[src/rtl/line_follow_pkg.sv]
// line_follow_pkg: mode/state/side encodings and the road-pattern map for line_follow_ctrl.
package line_follow_pkg;
  localparam logic [1:0] MODE_STOP = 2'd0, MODE_FORWARD = 2'd1, MODE_LEFT = 2'd2, MODE_RIGHT = 2'd3;
  typedef enum logic [1:0] {IDLE, FOLLOW, SEARCH, HALT} state_t;
  typedef enum logic {SIDE_L, SIDE_R} side_t;
  function automatic logic [1:0] map_mode(input logic [2:0] f, input logic [1:0] cur);
    return (f == 3'b010 || f == 3'b111) ? MODE_FORWARD :
           (f == 3'b110 || f == 3'b100) ? MODE_LEFT :
           (f == 3'b011 || f == 3'b001) ? MODE_RIGHT :
           (f == 3'b101) ? cur : MODE_STOP;
  endfunction
endpackage

[src/rtl/road_debounce.sv]
// road_debounce: accepts a 3-bit road pattern once it has been seen on DEBOUNCE consecutive edges.
module road_debounce #(
  parameter int DEBOUNCE = 4
) (
  input  logic       clk,
  input  logic       reset,
  input  logic [2:0] sample,
  output logic [2:0] filt
);
  localparam int CW = $clog2(DEBOUNCE + 1);
  localparam logic [CW-1:0] CMAX = CW'(DEBOUNCE);
  logic [CW-1:0] cnt, cnt_d;
  logic [2:0] prev;
  always_comb cnt_d = sample != prev ? CW'(1) : cnt == CMAX ? cnt : cnt + CW'(1);
  always_ff @(posedge clk or posedge reset) begin
    if (reset) begin
      prev <= 3'b000;
      cnt  <= '0;
      filt <= 3'b000;
    end else begin
      prev <= sample;
      cnt  <= cnt_d;
      if (cnt_d == CMAX) filt <= sample;
    end
  end
endmodule

[src/rtl/line_follow_ctrl.sv]
// line_follow_ctrl: debounced line-follow steering FSM with bounded search on line loss.
// Optional LINE_FOLLOW_STOP_MARK_EN: an accepted 111 pattern while following halts the robot.
module line_follow_ctrl
  import line_follow_pkg::*;
#(
  parameter int DEBOUNCE     = 4,
  parameter int LOST_TIMEOUT = 50_000_000
) (
  input  logic       clk,
  input  logic       reset,
  input  logic       enable,
  input  logic [2:0] detect_road,
  output logic [1:0] mode,
  output logic       lost,
  output logic       halted
);
`ifdef LINE_FOLLOW_STOP_MARK_EN
  localparam bit STOP_MARK = 1'b1;
`else
  localparam bit STOP_MARK = 1'b0;
`endif
  localparam int TW = $clog2(LOST_TIMEOUT + 1);
  localparam logic [TW-1:0] T_LAST = TW'(LOST_TIMEOUT - 1);
  state_t state, nxt;
  side_t last_side, side_d;
  logic [1:0] mode_d;
  logic [2:0] filt;
  logic [TW-1:0] timer, timer_d;
  road_debounce #(.DEBOUNCE(DEBOUNCE)) u_deb (
    .clk(clk), .reset(reset), .sample(detect_road), .filt(filt)
  );
  // Outputs are registered from the next state so they change on the transition edge.
  always_comb begin
    nxt = state;
    mode_d = mode;
    side_d = last_side;
    if (!enable) begin
      nxt = IDLE;
      mode_d = MODE_STOP;
    end else if (state == IDLE) begin
      nxt = FOLLOW;
      mode_d = MODE_STOP;
    end else if (state == HALT) begin
      mode_d = MODE_STOP;
    end else if (filt == 3'b000) begin
      nxt = (state == SEARCH && timer == T_LAST) ? HALT : SEARCH;
      mode_d = nxt == HALT ? MODE_STOP : last_side == SIDE_L ? MODE_LEFT : MODE_RIGHT;
    end else if (STOP_MARK && state == FOLLOW && filt == 3'b111) begin
      nxt = HALT;
      mode_d = MODE_STOP;
    end else begin
      nxt = FOLLOW;
      mode_d = map_mode(filt, mode);
      side_d = (filt == 3'b100 || filt == 3'b110) ? SIDE_L :
               (filt == 3'b001 || filt == 3'b011) ? SIDE_R : last_side;
    end
  end
  always_comb timer_d = (state == SEARCH && nxt == SEARCH) ? timer + TW'(timer != T_LAST) : '0;
  always_ff @(posedge clk or posedge reset) begin
    if (reset) begin
      state     <= IDLE;
      mode      <= MODE_STOP;
      lost      <= 1'b0;
      halted    <= 1'b0;
      last_side <= SIDE_L;
      timer     <= '0;
    end else begin
      state     <= nxt;
      mode      <= mode_d;
      lost      <= nxt == SEARCH;
      halted    <= nxt == HALT;
      last_side <= side_d;
      timer     <= timer_d;
    end
  end
endmodule

[config.mk]
export PLATFORM = sky130hd
export DESIGN_NAME = line_follow_ctrl
export DESIGN_NICKNAME = d
export VERILOG_FILES = /design/src/rtl/line_follow_pkg.sv /design/src/rtl/road_debounce.sv /design/src/rtl/line_follow_ctrl.sv
export SDC_FILE = /design/constraint.sdc
export NUM_CORES = 1
export LEC_CHECK = 0
export CELL_PAD_IN_SITES_DETAIL_PLACEMENT = 2
export CELL_PAD_IN_SITES_GLOBAL_PLACEMENT = 2
export CORE_MARGIN = 4
export CORE_UTILIZATION = 39
export CTS_CLUSTER_DIAMETER = 30
export CTS_CLUSTER_SIZE = 24
export DETAILED_ROUTE_END_ITERATION = 16
export GPL_ROUTABILITY_DRIVEN = 0
export PLACE_DENSITY = 0.83
export SLEW_MARGIN = 0
export SYNTH_ARGS = -nofsm -noshare
export SYNTH_HDL_FRONTEND = slang
export SYNTH_HIERARCHICAL = 1
export SYNTH_SLANG_ARGS = --single-unit
[constraint.sdc]
create_clock -name clk -period 3.46 [get_ports clk]
set_input_delay 0.346 -clock clk [delete_from_list [all_inputs] [get_ports clk]]
set_output_delay 0.346 -clock clk [all_outputs]
set_load 0.01 [all_outputs]
==> metrics.csv <==
stage;metric;value;unit
timing;Setup Total Neg Slack;0;ns
finish;Design Area, Final;2450;µm²
critical_path;Worst EP required;3.65;ns
timing;worst slew pin tran;0.523;ns
clock_network;Post CTS Setup Buffer Count;0;
route;WL/cell;19.3;µm
logic_synthesis;yosys warns;6;
route;final wirelength;5800;µm
clock_network;CTS Hold Bufs;0;
logic_synthesis;Syn Nets;227;
die;chip height;83.4;µm
finish;non-filler cells, final;300;
die;# rows;27;
logic_synthesis;synthesized area;2220;µm²
critical_path;reg2reg path depth;9;
route;Routed Antenna Nets;0;
clock_network;CTS Root Cell;clkbuf_8;
critical_path;worst r2r dst;timer[16];
die;Starting Density;40.2;%
logic_synthesis;Seq/Total Area, Yosys;47.4;%
timing;Slew Viols, Final;0;
logic_synthesis;Synth Area per Inst;10.2;µm²
grt;Total GRT Usage;18.3;%
placed_design;dpl cells;293;
timing;clock skew;0.00698;ns
logic_synthesis;most common flop cell mapped by yosys;dfrtp_1;
critical_path;Worst Path Class, Setup;reg2reg;
clock_network;clock sinks;42;
power_and_ir_drop;leakage power;0.000963;µW
die;Core Region;5510;µm²
route;DRT Pass-1 Iters;4;
placed_design;DPL Wire Length;4100;µm
worst_hold_path;min-delay worst type;in2async;
route;1st-iter DRT viols;36;
grt;grt ovf;0;
clock_network;post-CTS sizing;0;
clock_network;clk_lat worst skew;0.29;ns
finish;diode count;0;
critical_path;crit path max fanout;13;
logic_synthesis;number of enable flip-flop cells after synthesis;0;
timing;final hold violations;0;
route;total number of vias;1783;
critical_path;reg-to-reg startpoint;timer[7];
clock_network;CTS tree;done;
timing;post-layout min period;2.82;ns
grt;initial antenna violation count;0;
placed_design;PortBufs;9;
logic_synthesis;Cell variety after synth;51;
critical_path;Crit-path slowest cell;dfrtp_1;
route;DRC viols;0;
clock_network;# H-tree levels;2;
grt;pin count of the biggest net entering global routing;34;
timing;Peak Freq;354;MHz
logic_synthesis;Yosys reg bits;42;
critical_path;Startpoint Class;flip-flop;
grt;vias in the first global route;1965;
timing;# setup viols final;0;
power_and_ir_drop;power per cell area;413;nW/µm²
critical_path;critical path data arrival time;3.01;ns
critical_path;reg2reg setup slack;0.64;ns
timing;Slew Limit Headroom;64.9;%
finish;final net count;238;
finish;layout cell share with drive strength beyond 1;10.5;%
logic_synthesis;ys async rst share;100;%
finish;Layout area overhead;10.4;%
route;vias per cell;5.94;
job;maxcap violations;0;
clock_network;clock slew at the register clock pins of the worst setup and hold paths;0.08;ns
outcome;outcome;finished, final reports clean;
critical_path;Critical Path Max Stage Delay;0.48;ns
timing;Hold WS;0.342;ns
critical_path;crit-path cells;nor4bb_1 > nand4_1 > or2_1 > ha_1 > ha_1 > nand3_2 > or2_1 > nor3_1 > o21ba_2;
die;Die ar.;6950;µm²
clock_network;Max Root-Sink Buffers;2;
timing;period utilization;81.5;%
power_and_ir_drop;Peak VDD IR;174;µV
grt;global-route wire length before repair;10100;µm
placed_design;area post-placement;2370;µm²
clock_network;Num CTS Buffers;5;
die;Die W;83.4;µm
critical_path;Critical Path Sink Type;flip-flop;
die;I/O pin count;10;
logic_synthesis;Cells after Synth;217;
timing;unrepaired setup endpoints after global routing;no;
-- critical path: cells and delay by family (launching register included) --
kind,cells,cell delay (ns)
adders and majority gates,2,0.44
DFF,1,0.48
AOI/OAI and AO/OA,1,0.22
and+or+nand+nor,6,1.57
-- state kept, by name (all words and copies together) (netlist names) --
name        cells
timer          26
u_deb/cnt       3
u_deb/filt      3
u_deb/prev      3
mode            2
state           2
halted          1
last_side       1
lost            1
-- metrics by stage --
step	worst slack [ns]	utilization [%]	power (µW)
after global routing	0.422	44.4	1070
final	0.639	44.4	1010
after global placement	0.860	43.0	707
after detailed placement	0.716	43.0	717
after CTS	0.662	44.4	1020
after floorplan	1.02	-	647
-- worst max-delay path by stage --
stage | startpoint | end | slack, ns | cells past startpoint
floorplan | timer[5] | timer[24] | 1.02 | 10
global placement | timer[5] | timer[24] | 0.86 | 9
detailed placement | timer[5] | timer[18] | 0.72 | 9
CTS | timer[5] | timer[24] | 0.66 | 9
global route | timer[7] | timer[16] | 0.42 | 9
finish | timer[7] | timer[16] | 0.64 | 9
-- power breakdown --
part / switching (µW) / leakage [µW] / internal [µW]
clock: 167 / 0.0000383 / 139
combinational: 86.7 / 0.000361 / 71.3
sequential: 28.4 / 0.000564 / 518
total: 282 / 0.000963 / 729
-- layer usage --
layer / GRT usage (%) / share of wire (%) / wire length, µm
met1: 22.4 / 47 / 2710
met4: 7.43 / 1.8 / 105
met3: 3.67 / 2.4 / 140
met5: 0 / 0 / 0
met2: 31.3 / 49 / 2840
-- Yosys cell counts (5+ instances only) --
cell	instances	area, µm²
dfrtp_1	42	1050
and3_1	7	43.8
nor3_1	5	25.0
or3_1	5	31.3
nand2_1	13	48.8
xor2_1	7	61.3
nand3_1	8	40.0
nor2_1	16	60.1
nand4_1	9	56.3
o31ai_1	8	60.1
or4_1	6	45.0
o21ai_0	7	35.0
a21oi_1	11	55.1
xnor2_1	9	78.8
inv_1	7	26.3
-- cell usage in the layout (no fill, tap or decap), types with 4 or more instances in the layout --
master,Yosys,layout
and3_1,7,7
nor2_1,16,16
ha_1,4,4
inv_1,7,7
nand4_1,9,9
or4_1,6,6
nor3_1,5,5
or3_1,5,5
dfrtp_1,42,42
xnor2_1,9,9
nand3_1,8,8
o31ai_1,8,8
xor2_1,7,7
o21ai_0,7,7
nand2_1,13,13
a21oi_1,11,11
clkbuf_8,0,5
nor4b_1,4,4
clkdlybuf4s50_1,0,9
-- final cells by class --
class / instances / area (µm²)
clock buffer: 7 / 76.3
fill: 588 / 3060
inverter: 7 / 26.3
multi-input combinational: 160 / 1090
sequential: 42 / 1050
tap: 72 / 90.1
timing repair buffer: 12 / 113
-- kinds of logic (layout without fill, tap and decap cells) --
| group | count (synthesis) | after routing | synth area share, % |
|---|---|---|---|
| and+or+nand+nor | 97 | 97 | 27.2 |
| DFF | 42 | 42 | 47.4 |
| AOI/OAI and AO/OA | 40 | 40 | 11.9 |
| xor gates and xnor gates | 16 | 16 | 6.32 |
| buffers and inverters | 15 | 26 | 3.39 |
| adders and majority gates | 4 | 4 | 2.26 |
| muxes | 3 | 3 | 1.52 |
Power figures use the tool's default switching activity.
